===== src/rtl/spi_pkg.sv =====
// spi_pkg: definitions shared by the SPI slave and the SPI master.
// Holds the two-state frame FSM encoding and the SPI mode encoding {CPOL,CPHA}.
package spi_pkg;

   // Frame FSM state constants (legacy-compatible plain vectors)
   localparam logic [0:0] ST_IDLE   = 1'b0;
   localparam logic [0:0] ST_ACTIVE = 1'b1;

   // Enumerated view of the same encoding for tools and debug displays
   typedef enum logic [0:0] {
      STATE_IDLE   = 1'b0,
      STATE_ACTIVE = 1'b1
   } spi_state_e;

   // SPI mode encoding: bit 1 is CPOL, bit 0 is CPHA
   typedef enum logic [1:0] {
      SPI_MODE_0 = 2'b00,
      SPI_MODE_1 = 2'b01,
      SPI_MODE_2 = 2'b10,
      SPI_MODE_3 = 2'b11
   } spi_mode_e;

   function automatic logic mode_cpol(input logic [1:0] mode);
      return mode[1];
   endfunction

   function automatic logic mode_cpha(input logic [1:0] mode);
      return mode[0];
   endfunction

endpackage


===== src/rtl/spi_sync_edge.sv =====
// spi_sync_edge: brings one asynchronous SPI pin into the i_clock domain.
// Two synchronizer flops followed by one edge-detect flop; the level and
// edge pulses are combinational from the last two stages so the consuming
// logic registers the effect exactly three i_clock cycles after the pin moves.
module spi_sync_edge #(
   parameter logic RESET_VALUE = 1'b0
) (
   input  logic i_clock,
   input  logic i_reset,
   input  logic i_async,
   output logic o_level,
   output logic o_rise,
   output logic o_fall
);

   logic [2:0] pipe_q;
   logic [2:0] pipe_d;

   // Next pipeline contents: shift the raw pin in at the bottom
   always_comb begin
      pipe_d = {pipe_q[1:0], i_async};
   end

   // Synchronizer and edge-detect stages, reset to the pin's idle level
   always_ff @(posedge i_clock) begin
      if (i_reset) begin
         pipe_q <= {3{RESET_VALUE}};
      end else begin
         pipe_q <= pipe_d;
      end
   end

   assign o_level = pipe_q[1];
   assign o_rise  = pipe_q[1] & ~pipe_q[2];
   assign o_fall  = ~pipe_q[1] & pipe_q[2];

endmodule


===== src/rtl/spi_slave.sv =====
// spi_slave: SPI slave with a one-word transmit holding register.
// Supports all four CPOL/CPHA modes; the SPI pins are oversampled by i_clock.
// Build option: define SPI_SLAVE_LSB_FIRST_EN to shift words LSB-first on
// both MISO and MOSI; otherwise words are shifted MSB-first.
//
// Transmit handshake: a word moves from i_tx_data into the holding register
// on any i_clock edge where i_tx_valid and o_tx_ready are both high.
// o_tx_ready is high exactly when the holding register is empty; i_tx_data
// need only be stable in the cycle of the transfer.
module spi_slave
   import spi_pkg::*;
#(
   parameter int SPI_DATA_WIDTH = 8
) (
   input  logic                      i_clock,
   input  logic                      i_reset,
   input  logic                      i_clock_polarity,
   input  logic                      i_clock_phase,
   input  logic [SPI_DATA_WIDTH-1:0] i_tx_data,
   input  logic                      i_tx_valid,
   output logic                      o_tx_ready,
   output logic [SPI_DATA_WIDTH-1:0] o_rx_data,
   output logic                      o_rx_valid,
   output logic                      o_busy,
   output logic                      o_frame_error,
   input  logic                      i_spi_cs_n,
   input  logic                      i_spi_clock,
   input  logic                      i_spi_mosi,
   output logic                      o_spi_miso,
   output logic                      o_spi_miso_oe,
   output logic [0:0]                o_dbg_state
);

   localparam int W     = SPI_DATA_WIDTH;
   localparam int CNT_W = (W > 1) ? $clog2(W) : 1;
   localparam logic [CNT_W-1:0] CNT_LAST = CNT_W'(W - 1);

   // Bit ordering helpers; the only place the shift direction is decided
   function automatic logic first_bit(input logic [W-1:0] word);
`ifdef SPI_SLAVE_LSB_FIRST_EN
      return word[0];
`else
      return word[W-1];
`endif
   endfunction

   function automatic logic [W-1:0] shift_out(input logic [W-1:0] word);
`ifdef SPI_SLAVE_LSB_FIRST_EN
      return word >> 1;
`else
      return word << 1;
`endif
   endfunction

   function automatic logic [W-1:0] shift_in(input logic [W-1:0] word, input logic din);
`ifdef SPI_SLAVE_LSB_FIRST_EN
      return {din, word[W-1:1]};
`else
      return {word[W-2:0], din};
`endif
   endfunction

   // Synchronized SPI pins
   logic cs_level, cs_rise, cs_fall;
   logic sclk_level, sclk_rise, sclk_fall;
   logic mosi_level, mosi_rise, mosi_fall;

   spi_sync_edge #(.RESET_VALUE(1'b1)) u_sync_cs (
      .i_clock(i_clock), .i_reset(i_reset), .i_async(i_spi_cs_n),
      .o_level(cs_level), .o_rise(cs_rise), .o_fall(cs_fall)
   );

   spi_sync_edge #(.RESET_VALUE(1'b0)) u_sync_sclk (
      .i_clock(i_clock), .i_reset(i_reset), .i_async(i_spi_clock),
      .o_level(sclk_level), .o_rise(sclk_rise), .o_fall(sclk_fall)
   );

   spi_sync_edge #(.RESET_VALUE(1'b0)) u_sync_mosi (
      .i_clock(i_clock), .i_reset(i_reset), .i_async(i_spi_mosi),
      .o_level(mosi_level), .o_rise(mosi_rise), .o_fall(mosi_fall)
   );

   // Only the edges of CS/SCLK and the level of MOSI carry meaning here
   logic unused_sync;
   assign unused_sync = &{1'b0, cs_level, sclk_level, mosi_rise, mosi_fall};

   // State
   logic [0:0]       state_q, state_d;
   logic [CNT_W-1:0] bit_cnt_q, bit_cnt_d;
   logic [W-1:0]     rx_shift_q, rx_shift_d;
   logic [W-1:0]     tx_shift_q, tx_shift_d;
   logic             miso_q, miso_d;
   logic [W-1:0]     hold_q, hold_d;
   logic             hold_full_q, hold_full_d;
   logic [W-1:0]     rx_data_q, rx_data_d;
   logic             rx_valid_q, rx_valid_d;
   logic             frame_err_q, frame_err_d;
   logic             reload_q, reload_d;   // a word boundary passed; next shift edge loads a new word

   // Decoded edges and helper terms
   logic         lead_edge, trail_edge, sample_edge, shift_edge;
   logic         consume, tx_load;
   logic [W-1:0] next_word, rx_word;
   logic [1:0]   mode;

   // Frame FSM, shift datapath and holding-register bookkeeping
   always_comb begin
      state_d     = state_q;
      bit_cnt_d   = bit_cnt_q;
      rx_shift_d  = rx_shift_q;
      tx_shift_d  = tx_shift_q;
      miso_d      = miso_q;
      hold_d      = hold_q;
      hold_full_d = hold_full_q;
      rx_data_d   = rx_data_q;
      rx_valid_d  = 1'b0;
      frame_err_d = 1'b0;
      reload_d    = reload_q;
      consume     = 1'b0;
      rx_word     = '0;

      mode        = {i_clock_polarity, i_clock_phase};
      lead_edge   = mode_cpol(mode) ? sclk_fall : sclk_rise;
      trail_edge  = mode_cpol(mode) ? sclk_rise : sclk_fall;
      sample_edge = mode_cpha(mode) ? trail_edge : lead_edge;
      shift_edge  = mode_cpha(mode) ? lead_edge  : trail_edge;
      tx_load     = i_tx_valid & ~hold_full_q;
      next_word   = hold_full_q ? hold_q : '0;

      case (state_q)
         ST_IDLE: begin
            // SCLK activity while deselected is ignored
            if (cs_fall) begin
               state_d    = ST_ACTIVE;
               bit_cnt_d  = '0;
               rx_shift_d = '0;
               reload_d   = 1'b0;
               consume    = 1'b1;
               if (!mode_cpha(mode)) begin
                  // CPHA=0: first bit must be on the wire before the first sampling edge
                  miso_d     = first_bit(next_word);
                  tx_shift_d = shift_out(next_word);
               end else begin
                  // CPHA=1: first bit goes out on the first leading edge
                  tx_shift_d = next_word;
               end
            end
         end
         ST_ACTIVE: begin
            if (cs_rise) begin
               state_d    = ST_IDLE;
               bit_cnt_d  = '0;
               rx_shift_d = '0;
               reload_d   = 1'b0;
               if (bit_cnt_q != '0) begin
                  frame_err_d = 1'b1;
               end
            end else begin
               if (sample_edge) begin
                  rx_word    = shift_in(rx_shift_q, mosi_level);
                  rx_shift_d = rx_word;
                  if (bit_cnt_q == CNT_LAST) begin
                     bit_cnt_d  = '0;
                     rx_data_d  = rx_word;
                     rx_valid_d = 1'b1;
                     reload_d   = 1'b1;
                  end else begin
                     bit_cnt_d = bit_cnt_q + CNT_W'(1);
                  end
               end
               if (shift_edge) begin
                  if (reload_q) begin
                     consume    = 1'b1;
                     reload_d   = 1'b0;
                     miso_d     = first_bit(next_word);
                     tx_shift_d = shift_out(next_word);
                  end else begin
                     miso_d     = first_bit(tx_shift_q);
                     tx_shift_d = shift_out(tx_shift_q);
                  end
               end
            end
         end
         default: begin
            state_d = ST_IDLE;
         end
      endcase

      // Consumption empties the register first; a same-cycle load then refills it
      if (consume) begin
         hold_full_d = 1'b0;
      end
      if (tx_load) begin
         hold_d      = i_tx_data;
         hold_full_d = 1'b1;
      end
   end

   // State registers with synchronous reset
   always_ff @(posedge i_clock) begin
      if (i_reset) begin
         state_q     <= ST_IDLE;
         bit_cnt_q   <= '0;
         rx_shift_q  <= '0;
         tx_shift_q  <= '0;
         miso_q      <= 1'b0;
         hold_q      <= '0;
         hold_full_q <= 1'b0;
         rx_data_q   <= '0;
         rx_valid_q  <= 1'b0;
         frame_err_q <= 1'b0;
         reload_q    <= 1'b0;
      end else begin
         state_q     <= state_d;
         bit_cnt_q   <= bit_cnt_d;
         rx_shift_q  <= rx_shift_d;
         tx_shift_q  <= tx_shift_d;
         miso_q      <= miso_d;
         hold_q      <= hold_d;
         hold_full_q <= hold_full_d;
         rx_data_q   <= rx_data_d;
         rx_valid_q  <= rx_valid_d;
         frame_err_q <= frame_err_d;
         reload_q    <= reload_d;
      end
   end

   assign o_tx_ready    = ~hold_full_q;
   assign o_rx_data     = rx_data_q;
   assign o_rx_valid    = rx_valid_q;
   assign o_busy        = (state_q == ST_ACTIVE);
   assign o_frame_error = frame_err_q;
   assign o_spi_miso    = miso_q;
   assign o_spi_miso_oe = o_busy;
   assign o_dbg_state   = state_q;

endmodule


===== config.mk =====
export PLATFORM = sky130hd
export DESIGN_NAME = spi_slave
export DESIGN_NICKNAME = d
export VERILOG_FILES = /design/src/rtl/spi_pkg.sv /design/src/rtl/spi_sync_edge.sv /design/src/rtl/spi_slave.sv
export SDC_FILE = /design/constraint.sdc
export NUM_CORES = 1
export LEC_CHECK = 0
export CORE_MARGIN = 8
export CORE_UTILIZATION = 45
export DETAILED_ROUTE_END_ITERATION = 7
export PLACE_DENSITY = 0.75
export SKIP_CTS_REPAIR_TIMING = 1
export SLEW_MARGIN = 15
export SYNTH_ARGS = -nofsm -noshare
export SYNTH_HDL_FRONTEND = slang
export SYNTH_SLANG_ARGS = --single-unit

===== constraint.sdc =====
create_clock -name i_clock -period 5.11 [get_ports i_clock]
set_clock_uncertainty 0.15 [all_clocks]
set_input_delay 0.511 -clock i_clock [delete_from_list [all_inputs] [get_ports i_clock]]
set_output_delay 0.511 -clock i_clock [all_outputs]
set_load 0.02 [all_outputs]

### After elaboration in Yosys (flattened, before gate mapping)

Cells that the tools add are included.

| cells by class | value |
|---|---|
| $add $sub $neg | 1 |
| eq/ne operators | 6 |
| multiplexer cells | 44 |
| bitwise operators | 13 |
| reductions and logical operators | 8 |

Operators with widths:

| operator | count |
|---|---|
| $mux 8 | 6 |
| $mux 1 | 24 |
| $mux 7 | 3 |
| $pmux 8 s2 | 1 |
| $pmux 7 s2 | 1 |
| $mux 3 | 4 |
| $not 1->1 | 8 |
| $pmux 1 s2 | 4 |
| $reduce_and 4->1 | 2 |
| $ne 2x2->1 const B | 3 |
| $pmux 3 s2 | 1 |
| $and 1x1->1 | 5 |
| $reduce_or 4->1 | 1 |
| $add 3x1->3 const B | 1 |
| $eq 3x3->1 const B | 1 |
| $ne 3x2->1 const B | 1 |
| $reduce_and 3->1 | 1 |
| $reduce_bool 3->1 | 1 |
| $reduce_or 3->1 | 1 |
| $ne 2x1->1 const B | 1 |
| $reduce_and 2->1 | 1 |
| $reduce_bool 2->1 | 1 |

| storage, ports and cells | value |
|---|---|
| register bits after elaboration | 48 |
| input bits | 16 |

### Longest topological paths before layout

Gate-level depths: netlist (run 1).

| depth | value |
|---|---|
| word-level depth | 9 |
| gate-level depth with buffers | 5 |
| gate-level depth less buffers | 5 |

### Hierarchy

From an unflattened synthesis (run 1), not the netlist that was laid out.

| second synthesis, totals | value |
|---|---|
| cell total of the unflattened synthesis | 226 |
| area, all modules | 2112.0 µm² |

By module, submodules not included:

| module | times used | cells each | area each (µm²) | seq. area each (µm²) |
|---|---|---|---|---|
| spi_slave | 1 | 202 | 1836.8 | 800.8 |
| spi_sync_edge (u_sync_mosi ...) | 2 | 8 | 91.3 | 60.1 |
| spi_sync_edge (u_sync_cs) | 1 | 8 | 92.6 | 60.1 |

### Least setup slack after synthesis (run 1)

No wires, ideal clock.

| timing path | value |
|---|---|
| kind | register to register |
| start point | reg state_q (netlist: o_busy) |
| end point | reg tx_shift_q[6] |
| setup time | 134 ps |
| arrival time | 1479 ps |
| setup slack | 3347 ps |
| cell stages (with the launch flop) | 6 |
| period minus slack after synthesis | 1763 ps |
| path through | dfxtp_1 > nor2b_1 > clkbuf_1 > nor3_2 > a222oi_1 > a211oi_1 |

| between the ends | value |
|---|---|
| word-level cells in the longest chain between the ends | 3 |
| elaborated cells on any way between the ends | 6 |
| those cells by class | 3 x eq/ne; 1 x mux; 1 x bitwise; 1 x reduce/logical |

RTL lines:

| element | RTL line | RTL |
|---|---|---|
| start: declaration | spi_slave.sv:88 | `logic [0:0] state_q, state_d;` |
| start signal: assignment | spi_slave.sv:214 | `state_q <= state_d;` |
| $not 1->1 | - |  |
| $ne 2x2->1 (no source line) | - |  |
| $reduce_and 3->1 (no source line) | - |  |
| end signal: assignment | spi_slave.sv:217 | `tx_shift_q <= tx_shift_d;` |
| end: declaration | spi_slave.sv:91 | `logic [W-1:0] tx_shift_q, tx_shift_d;` |

Parallel ways exist; a longest one is shown, timed or not.
A chain may end at the register's enable or synchronous reset.

### Worst setup path after layout (run 1)

| timing path | value |
|---|---|
| start point | in i_clock_phase |
| end point | reg rx_data_q[0] (netlist: o_rx_data[0]) |

| between the ends | value |
|---|---|
| word-level cells in the longest chain between the ends | 2 |

RTL lines:

| element | RTL line | RTL |
|---|---|---|
| start: declaration | spi_slave.sv:18 | `input logic i_clock_phase,` |
| $mux 1 | spi_slave.sv:125 | `sample_edge = mode_cpha(mode) ? trail_edge : lead_edge;` |
| $reduce_and 4->1 (no source line) | - |  |
| end signal: assignment | spi_slave.sv:221 | `rx_data_q <= rx_data_d;` |
| end: declaration | spi_slave.sv:95 | `logic [W-1:0] rx_data_q, rx_data_d;` |

Every way passes these cells.

==> results.yml, run 1 <==
clock_tree:
  clock_latency_ps: 300
  cts_buffer_depth: 2
  cts_root_buf: "clkbuf_8"
  h-tree-depth: 2
  cts_buffers: 5
  clock_sinks: 48
  cts.clk_slew.worst_paths_ps: 90
  tritoncts: "built"
pwr:
  total_power_mw: 0.701
  worst_ir_drop_vdd_uv: 245
  powerDensity_mw_per_mm2: 286
  p_leak_nw: 0.829
synthesis:
  synth.top_cells.by_area: "dfxtp_1 47%, nand2b_1 6.1%, a21oi_1 4.9%"
  synth_async_sr_flop_share_pct: 0
  ys_seq_area_share_pct: 46.6
  synth_top_area_share_pct: 46.6
  ys_types: 35
  ys.flop_type: "dfxtp_1"
  syn_nets: 242
  syn_avg_cell_area_um2: 9.24
  synth-edff-count: 0
  yosysTopAreaCell: "dfxtp_1"
  netlist_area_mm2: 0.00206
  yosys_warnings: 0
  synth_top_family_by_area: "simple AND/OR/NAND/NOR gates"
  synthAdderAreaFrac_pct: 1.82
  synth_compound_area_share_pct: 16.8
  synthSimpleGateAreaFrac_pct: 24.5
  synth_xor_area_share_pct: 1.21
  syn_inst: 223
  synthMuxAreaShare_pct: 4.86
  ys_ff_latch: 48
timing:
  relSlewSlack_pct: 45.2
  layout_setup_ws_ps: 2230
  report.final.slew_viol_count: 0
  period_needed_ps: 2880
  finalSetupViolCount: 0
  whs_ps: 269
  post-route-period-util_pct: 56.4
  worstMarginPinSlew_ps: 799
  fin_setup_tns_ps: 0
  rsz0062_at_grt: "false"
  max_freq_mhz: 347
  hold_violations: 0
finish:
  finalNetCount: 264
  utilization_pct: 56.0
  diodes: 0
  drive_gt1_share_pct: 7.32
  nFillCells: 417
  area_delta_synth_final_pct: 19.1
hold_path:
  min_from: "u_sync_cs.pipe_q[0]"
  hold_path.class: "flop to flop"
worst_setup_path:
  arrival_ps: 2960
  reg2reg_depth: 4
  cp.required_ps: 5190
  crit_fanout: 11
  cp-endpoint: "o_rx_data[0]"
  endpoint_kind: "flop"
  r2r-end: "o_rx_data[0]"
  reg2reg_slack_ps: 2840
  critPathKind: "input pin to flop"
  worstSetupStartpoint: "i_clock_phase"
  startpoint_type: "input pin"
  r2r_start: "u_sync_sclk.pipe_q[1]"
route:
  first_iter_violations: 138
  drcViolationCount: 0
  avgRoutedWirePerCell_um: 14.2
  drtAntennaViolNets: 0
  wl_um: 4240
  vias: 1657
  drt-pass1-iter-count: 5
  drt-vias-per-instance: 5.56
status:
  status: "finished clean"
global_routing:
  grt_overflow: 0
  grt_util_met3_pct: 3.81
  grt_usage_pct: 11.9
  grt_pass1_wl_um: 7120
  gr-usage-met1_pct: 15.3
  antenna_found_initial: 0
  grt_pass1_vias: 1529
  busiest_layer: "met2"
  use_met2_pct: 17.8
  grt_start_max_net_pins: 58
die:
  dieArea_mm2: 0.00700
  fp.dieH_um: 83.7
  rows: 24
  io-pin-count: 31
  die_w_um: 83.7
  coreArea_mm2: 0.00438
  start_util_pct: 47.0
placed_design:
  hpwl_um: 2870
  post-place-ws_ps: 1890
  gp_congestion: 0.812
  io_buffers: 30
flow_run:
  drv_cap: 0
-- registers in the layout, summed over array words and instances, names as in the netlist --
register / flops
bit_cnt_q: 3
o_frame_error: 1
o_rx_valid: 1
rx_shift_q: 7
u_sync_cs.pipe_q: 3
o_busy: 1
hold_q: 8
hold_full_q: 1
u_sync_sclk.pipe_q: 3
o_rx_data: 8
reload_q: 1
o_spi_miso: 1
u_sync_mosi.pipe_q: 2
tx_shift_q: 8
-- where the power goes --
part	internal [mW]	switching [mW]
logic	0.0344	0.0401
registers	0.387	0.0101
clock network	0.108	0.122
total	0.529	0.172
-- per-stage QoR --
stage | std cells | instance area (um2)
5_1_grt | 298 | 2450
4_1_cts | 298 | 2450
3_5_place_dp | 290 | 2360
6_report | 298 | 2450
3_3_place_gp | 290 | 2360
2_1_floorplan | 223 | 2060
-- placed cells by master (no fill, tap or decap), types with 2 or more instances in the layout --
cell,n
and3_1,3
nand2b_1,20
nor3b_1,2
ha_1,3
a21oi_1,20
dfxtp_1,48
nor2_1,4
inv_1,4
clkbuf_8,6
mux2i_1,10
a211oi_1,7
clkdlybuf4s50_1,30
a31oi_1,8
nand3_1,20
nand3_2,2
nor2b_1,13
clkinv_2,2
nand2_1,18
or2_2,3
a222oi_1,7
-- worst min path at each step --
stage                           to  slack [ps]  cells after the start
2_1_floorplan  u_sync_cs.pipe_q[1]         240                      1
3_3_place_gp   u_sync_cs.pipe_q[1]         250                      1
3_5_place_dp   u_sync_cs.pipe_q[1]         250                      1
4_1_cts        u_sync_cs.pipe_q[1]         280                      1
5_1_grt        u_sync_cs.pipe_q[1]         300                      1
6_report       u_sync_cs.pipe_q[1]         270                      1
-- cell usage after synthesis, drive strengths merged (3+ instances only) --
master,instances
mux2i,10
nand3,22
or2,3
buf,5
dfxtp,48
clkbuf,11
a222oi,7
nand2,18
ha,3
nor2b,13
nand2b,20
a21oi,20
and3,3
a211oi,7
a31oi,8
inv,4
nor2,4
-- worst max-delay path, cell delays in order --
cell             delay [ps]
clkdlybuf4s50_1         580
xor2_2                  280
mux2i_1                 720
and3_1                  630
mux2i_1                 250
-- cells by family (layout without fill, tap and decap cells) --
logic type | count (synthesis) | count (layout)
simple gates | 90 | 90
compound gates | 50 | 50
flops | 48 | 48
buf+inv | 20 | 43
mux | 10 | 10
fa+ha+maj | 3 | 3
xor+xnor | 2 | 2
-- routing by layer --
layer  share of wire, %  vias to the layer above
met5                  0                        -
met4                1.1                        0
met3                5.3                        5
met2                 46                       41
met1                 47                      771
li1                   -                      840
-- area by class of cell --
type | count | area, um2 | area share [%]
repair buffers | 31 | 308 | 12.5
multi-input cells | 155 | 1010 | 41.3
well taps | 52 | 65.1 | 2.65
flip-flops and latches | 48 | 961 | 39.1
clock inverters | 2 | 10.0 | 0.408
inverters | 4 | 15.0 | 0.612
clock buffers | 6 | 82.6 | 3.36
Power figures use the tool's default switching activity.
==> run 2, diff against run 1 <==
- clock period: 5.11 -> 2.9 ns (I/O delays scaled with it)
==> run 2 against run 1 <==
  * Core utilization grew 0.29 points
  * Critical path depth down 2
  * Final area increased by 0.51%
  * Register-to-register slack worse by 2100 ps
  * Die area did not move
  * Sequential power increased by 76%
  * First-iteration DRC count increased by 17%
  * Wire length rose by 1.8%
  * Combinational power grew 84%
  * Largest cell class unchanged
  * Largest power group unchanged
==> results.yml, run 2 (synthesized netlist as in run 1, its figures left out) <==
finish:
  area_delta_synth_final_pct: 19.7
  final_area_mm2: 0.00247
  final_cell_mix: "48 x dfxtp_1, 30 x clkdlybuf4s50_1, 20 x a21oi_1, 20 x nand2b_1, 20 x nand3_1"
  drive_gt1_share_pct: 7.29
  finalNetCount: 266
  utilization_pct: 56.3
  final_common_cell: "dfxtp_1"
  regArea_um2: 961
  diodes: 0
  multi_input_comb_area_mm2: 0.00101
  nFillCells: 388
die:
  rows: 24
  io-pin-count: 31
  fp.dieH_um: 83.7
  coreArea_mm2: 0.00438
  start_util_pct: 47.0
  die_w_um: 83.7
  dieArea_mm2: 0.00700
worst_setup_path:
  crit_fanout: 16
  cp_num_buf_inv: 0
  startpoint_type: "flop"
  reg2reg_slack_ps: 760
  endpoint_kind: "flop"
  cp_slowest_stage_delay_ps: 640
  cp_slowest_cell: "dfxtp_1"
  critPathKind: "flop to flop"
  crit_family: "simple AND/OR/NAND/NOR gates"
  arrival_ps: 2220
  cp.required_ps: 2970
  path_cells: "and2_1 -> and3_1 -> mux2i_1"
global_routing:
  busiest_layer: "met2"
  grt_pass1_vias: 1560
  grt_usage_pct: 12.1
  grt_overflow: 0
  grt_start_max_net_pins: 43
  antenna_found_initial: 0
  use_met2_pct: 18.2
  grt_pass1_wl_um: 7360
  gr-usage-met1_pct: 15.5
  grt_util_met3_pct: 4.10
route:
  drt-pass1-iter-count: 4
  wl_um: 4320
  drt-vias-per-instance: 5.62
  vias: 1681
  avgRoutedWirePerCell_um: 14.4
  first_iter_violations: 162
  drtAntennaViolNets: 0
  drcViolationCount: 0
placed_design:
  place_area_mm2: 0.00239
  io_buffers: 30
  hpwl_um: 2990
  gp_congestion: 0.806
timing:
  worstMarginPinSlew_ps: 744
  relSlewSlack_pct: 50.4
  max_freq_mhz: 466
  fin_setup_tns_ps: 0
  finalSetupViolCount: 0
  rsz0062_at_grt: "false"
  report.final.slew_viol_count: 0
  hold_violations: 0
  period_needed_ps: 2140
  post-route-period-util_pct: 73.9
clock_tree:
  cts.clk_slew.worst_paths_ps: 90
  cts_root_buf: "clkbuf_8"
  tritoncts: "built"
  cts_buffer_depth: 2
  cts_buffers: 5
  clock_sinks: 48
  clock_latency_ps: 290
  h-tree-depth: 2
pwr:
  p_leak_nw: 0.834
  worst_ir_drop_vdd_uv: 314
  powerDensity_mw_per_mm2: 487
status:
  status: "finished clean"
flow_run:
  drv_cap: 0
hold_path:
  hold_path.class: "flop to flop"
## run 2: changes by cell type in the layout (fill, tap and decap cells not counted)
cell | before | now
clkbuf_8 | 6 | 5
clkinv_2 | 2 | 1
buf_12 | 0 | 1
buf_4 | 1 | 2
clkbuf_1 | 0 | 1
## run 2: power by group
group	internal (mW)	leakage (nW)	switching (mW)
logic	0.0641	0.402	0.0726
clock network	0.164	0.0410	0.202
registers	0.681	0.391	0.0173
## run 2: routing by layer
layer / part of all wire (%) / vias up
met1: 48 / 788
met3: 5.3 / 5
met5: 0 / -
met4: 0.88 / 0
met2: 46 / 43
li1: - / 845
## run 2: worst paths after layout
check	startpoint	to	depth (start not counted)
worst max register to register	o_busy	o_rx_data[4]	3
worst max-delay path	o_busy	o_rx_data[4]	3
worst min-delay path	u_sync_cs.pipe_q[0]	u_sync_cs.pipe_q[1]	1
worst min register to register	u_sync_cs.pipe_q[0]	u_sync_cs.pipe_q[1]	1
## run 2: area by class of cell
class	count	share of cell area, %
clock buffers	6	2.94
clock inverters	1	0.203
inverters	4	0.609
multi-input cells	155	41.1
flip-flops and latches	48	38.9
well taps	52	2.64
repair buffers	33	13.6
## run 2: per-stage QoR
stage,worst slack [ps],hold WS [ps],power (mW),instances
after global routing,578,275,1.26,299
after detailed placement,487,251,0.850,292
after global placement,568,246,0.848,292
final,756,267,1.20,299
after CTS,759,273,1.21,299
after floorplan,1140,239,0.799,223
==> run 3, diff against run 2 <==
- clock period: 2.9 -> 2.25 ns (I/O delays scaled with it)
==> run 3 against run 2 <==
  * First-iteration DRC count shrank 2.5%
  * Sequential share of layout area shrank 1.2 points
  * Flip-flop and latch count is the same
  * Combinational power grew 32%
  * Clock power grew 40%
  * Critical path depth shrank 2
  * Register-to-register slack lost 360 ps
  * Power grew 33%
  * Via count grew 0.83%
  * Clock-buffer cell count is the same
==> results.yml, run 3 (synthesized netlist as in run 1, its figures left out) <==
pwr:
  worst_ir_drop_vdd_uv: 413
  power_frac_clock_pct: 32.1
  total_power_mw: 1.59
  powerDensity_mw_per_mm2: 625
  seqPwrFrac_pct: 56.6
  p_switching_mw: 0.381
  intPower_mw: 1.21
  swShare_pct: 23.9
  p_leak_nw: 0.879
  comb_power_share_pct: 11.4
timing:
  hold_violations: 0
  max_freq_mhz: 501
  rsz0062_at_grt: "false"
  relSlewSlack_pct: 65.0
  finalSetupViolCount: 0
  fin_setup_tns_ps: 0
  layout_setup_ws_ps: 253
  report.final.slew_viol_count: 0
  worstMarginPinSlew_ps: 523
  period_needed_ps: 2000
  post-route-period-util_pct: 88.8
global_routing:
  grt_start_max_net_pins: 58
  antenna_found_initial: 0
  grt_pass1_vias: 1534
  grt_overflow: 0
  grt_pass1_wl_um: 7360
  grt_usage_pct: 12.4
die:
  fp.dieH_um: 83.7
  start_util_pct: 47.0
  dieArea_mm2: 0.00700
  coreArea_mm2: 0.00438
  die_w_um: 83.7
  rows: 24
  io-pin-count: 31
finish:
  final_common_cell: "dfxtp_1"
  finalNetCount: 273
  final_cell_mix: "48 x dfxtp_1, 30 x clkdlybuf4s50_1, 20 x a21oi_1, 20 x nand2b_1, 20 x nand3_1"
  nFillCells: 390
  area_delta_synth_final_pct: 23.6
  drive_gt1_share_pct: 10.6
  diodes: 0
placed_design:
  hpwl_um: 2980
  post-place-ws_ps: 151
  gp_congestion: 0.842
  io_buffers: 30
route:
  vias: 1695
  avgRoutedWirePerCell_um: 13.8
  route.met3.wl_um: 354
  top_layer: "met4"
  drt-pass1-iter-count: 4
  wl_um: 4240
  first_iter_violations: 158
  wl_met1_um: 2000
  drt-vias-per-instance: 5.52
  drtAntennaViolNets: 0
  wl_met2_um: 1800
  drcViolationCount: 0
hold_path:
  holdPathEnd: "u_sync_cs.pipe_q[1]"
  min_path_cells: 1
  hold_path.class: "flop to flop"
  min_from: "u_sync_cs.pipe_q[0]"
clock_tree:
  tritoncts: "built"
  cts_buffer_depth: 2
  clock_sinks: 48
  cts_root_buf: "clkbuf_8"
  cts_buffers: 5
  cts.clk_slew.worst_paths_ps: 80
  clock_latency_ps: 290
  h-tree-depth: 2
worst_setup_path:
  reg2reg_slack_ps: 400
  cp.required_ps: 1880
  r2r_start: "o_busy"
  critical_path_depth: 1
  crit_fanout: 16
  critPathKind: "flop to primary output"
  reg2reg_depth: 4
  startpoint_type: "flop"
  r2r-end: "tx_shift_q[3]"
  path_cells: "clkdlybuf4s50_1"
  endpoint_kind: "primary output"
  arrival_ps: 1620
  crit_family: "buffers and inverters"
  cp_slowest_cell: "clkdlybuf4s50_1"
  cp_slowest_stage_delay_ps: 700
  cp_num_buf_inv: 1
status:
  status: "finished clean"
flow_run:
  drv_cap: 0
[run 3: cell types whose count changed in the layout (fill, tap and decap cells not counted)]
cell and change:
clkbuf_8 +1, buf_4 +6, buf_12 +1, clkinv_2 +1
clkbuf_1 -1
[run 3: worst max-delay path by stage]
| stage | from | end | slack (ps) |
|---|---|---|---|
| after floorplan | o_busy | tx_shift_q[6] | 490 |
| final | o_busy | o_dbg_state | 250 |
| after global routing | o_busy | o_spi_miso_oe | 150 |
| after detailed placement | i_clock_phase | o_rx_data[1] | 150 |
| after CTS | o_busy | o_busy | 230 |
| after global placement | i_clock_phase | tx_shift_q[1] | 200 |
[run 3: power groups by stage]
stage,clock (mW),combinational [mW],sequential (mW)
floorplan,0,0.115,0.914
global placement,0,0.181,0.920
detailed placement,0,0.181,0.921
CTS,0.533,0.182,0.901
global route,0.572,0.200,0.905
finish,0.511,0.181,0.901
[run 3: cell type report]
cell class | count | area, um2 | share of cell area, %
Multi-Input combinational cell | 155 | 1010 | 39.8
Tap cell | 52 | 65.1 | 2.55
Sequential cell | 48 | 961 | 37.7
Inverter | 4 | 15.0 | 0.589
Clock inverter | 2 | 10.0 | 0.393
Timing Repair Buffer | 40 | 400 | 15.7
Clock buffer | 6 | 82.6 | 3.24
[run 3: layer usage]
| layer | global-route usage, % | vias to the layer above |
|---|---|---|
| met1 | 16.4 | 765 |
| met3 | 4.59 | 7 |
| met5 | 0 | - |
| met2 | 17.5 | 67 |
| li1 | - | 856 |
| met4 | 5.49 | 0 |
[run 3: through the flow]
step	cells	utilization, %	cell area [um2]	hold WS, ps
after floorplan	223	-	2060	179
after global placement	299	56.0	2450	258
after detailed placement	299	56.0	2450	261
after CTS	307	58.1	2550	286
after global routing	307	58.1	2550	307
final	307	58.1	2550	279
==> RTL change: new RTL, flow settings as in run 1 <==
The option `SPI_SLAVE_LSB_FIRST_EN` is turned on by a define.
--- a/src/rtl/spi_slave.sv
+++ b/src/rtl/spi_slave.sv
@@ -9,2 +9,4 @@
 // need only be stable in the cycle of the transfer.
+`define SPI_SLAVE_LSB_FIRST_EN
+
 module spi_slave
Formal check against the unedited RTL: not equivalent (Yosys sat finds a counterexample within 4 cycles, from zero or initial values and one cycle with i_reset high).
==> RTL change against run 1 <==
  * Global-route usage increased by 0.19 points
  * Sequential power hardly changed
  * Sequential share of layout area fell by 0.65 points
  * Sequential cell count did not move
  * First-iteration DRC count increased by 22%
  * Area after synthesis rose by 3.2%
  * Worst setup slack lost 0.027 ns
  * Register-to-register slack got worse by 0.05 ns
  * Wire length is 0.31% higher
  * Design area is 1.7% higher
  * Total power up 0.37%
  * Critical path depth stayed put
  * Largest power group unchanged
==> RTL change: results <==
group,metric,value,unit
global_route,antenna_found_initial,0,
global_route,grt_first_pass_wirelength,7.18,mm
run_status,status,"complete, no violations",
power,peakVddDrop,0.137,mV
synth,ys.flop_type,"dfxtp_1",
global_route,grt_pass1_vias,1505,
power,power.total,704,uW
power,p_int,533,uW
clock_tree,numCtsBuffers,5,
global_route,gr-usage-all-layers,12.1,%
power,comb_power,80.0,uW
synth,synth_area_leaders,"dfxtp_1 45%, nand2b_1 5.6%, a21oi_1 4.7%",
detailed_routing,viasPerCell,5.66,
placed_design,numPortBuffers,30,
detailed_routing,vias,1691,
placed_design,pre_cts_slack,1.86,ns
power,p_seq,397,uW
synth,syn_nets,242,
hold_path,hold_path.class,"reg -> reg",
clock_tree,root_buffer,"clkbuf_8",
placed_design,dp_cells,291,
synth,ys_types,38,
placed_design,place_congestion,0.753,
sta,tightestPinTransition,0.959,ns
clock_tree,clk_pin_slew,0.08,ns
detailed_routing,firstDrtPassIters,8,
detailed_routing,drt_iter0_markers,168,
global_route,grt_overflow,0,
placed_design,place_area,2410,um2
layout,fin_nets,263,
worst_setup_path,cp_max_fo,11,
placed_design,dp_hpwl,2.85,mm
synth,synthArstFlopShare,0,%
synth,synth_seq_area_share,45.2,%
layout,drive_gt1_share,9.80,%
layout,diodes,0,
clock_tree,clk_latency,0.30,ns
synth,syn-mean-instance-area,9.54,um2
global_route,grt_max_degree,58,
clock_tree,htreeDepth,2,
synth,yosysWarnings,0,
synth,yosys-top-cells-count,"48 x dfxtp_1, 20 x a21oi_1, 20 x nand3_1",
worst_setup_path,arrival,2.99,ns
power,power_leakage,0.827,nW
detailed_routing,routedWlPerCell,14.2,um
clock_tree,clockBufferDepth,2,
worst_setup_path,crit_type,"in -> reg",
[RTL change: cell count changes in the layout (fill, tap and decap cells not counted), sizes merged]
cell	change
clkdlybuf4s50	-1
or2b	+1
nand2b	-1
clkinv	-2
clkbuf	+2
[RTL change: critical path, cell delays in order]
cell and delay [ns]:
clkdlybuf4s50_1 0.57, xor2_2 0.31, mux2i_1 0.73, and3_1 0.62, mux2i_1 0.24
[RTL change: final timing paths]
kind                                     startpoint             endpoint  slack, ns  cells after the start
worst max-delay path                  i_clock_phase         o_rx_data[7]       2.20                      5
worst min-delay path            u_sync_cs.pipe_q[0]  u_sync_cs.pipe_q[1]       0.27                      1
worst max register to register               o_busy        tx_shift_q[4]       2.79                      4
worst min register to register  u_sync_cs.pipe_q[0]  u_sync_cs.pipe_q[1]       0.27                      1
[RTL change: cells by family after synthesis]
group           after synthesis  synth area share (%)
compound gates               50                  18.8
mux                          10                  4.71
buf+inv                      20                  4.65
flops                        48                  45.2
xor+xnor                      2                  1.18
fa+ha+maj                     3                  1.76
simple gates                 90                  23.8
[RTL change: metal layers]
layer	wire length [um]	GRT usage, %	vias up
met3	293	3.12	4
met2	1940	17.8	54
li1	-	-	839
met5	0	0	-
met4	53	5.50	0
met1	1970	16.0	794
[RTL change: layout make-up]
cell class	instances	area, um2
Fill cell	430	2130
Multi-Input combinational cell	155	1070
Sequential cell	48	961
Timing Repair Buffer	30	295
Clock buffer	8	90.1
Tap cell	54	67.6
Inverter	4	15.0
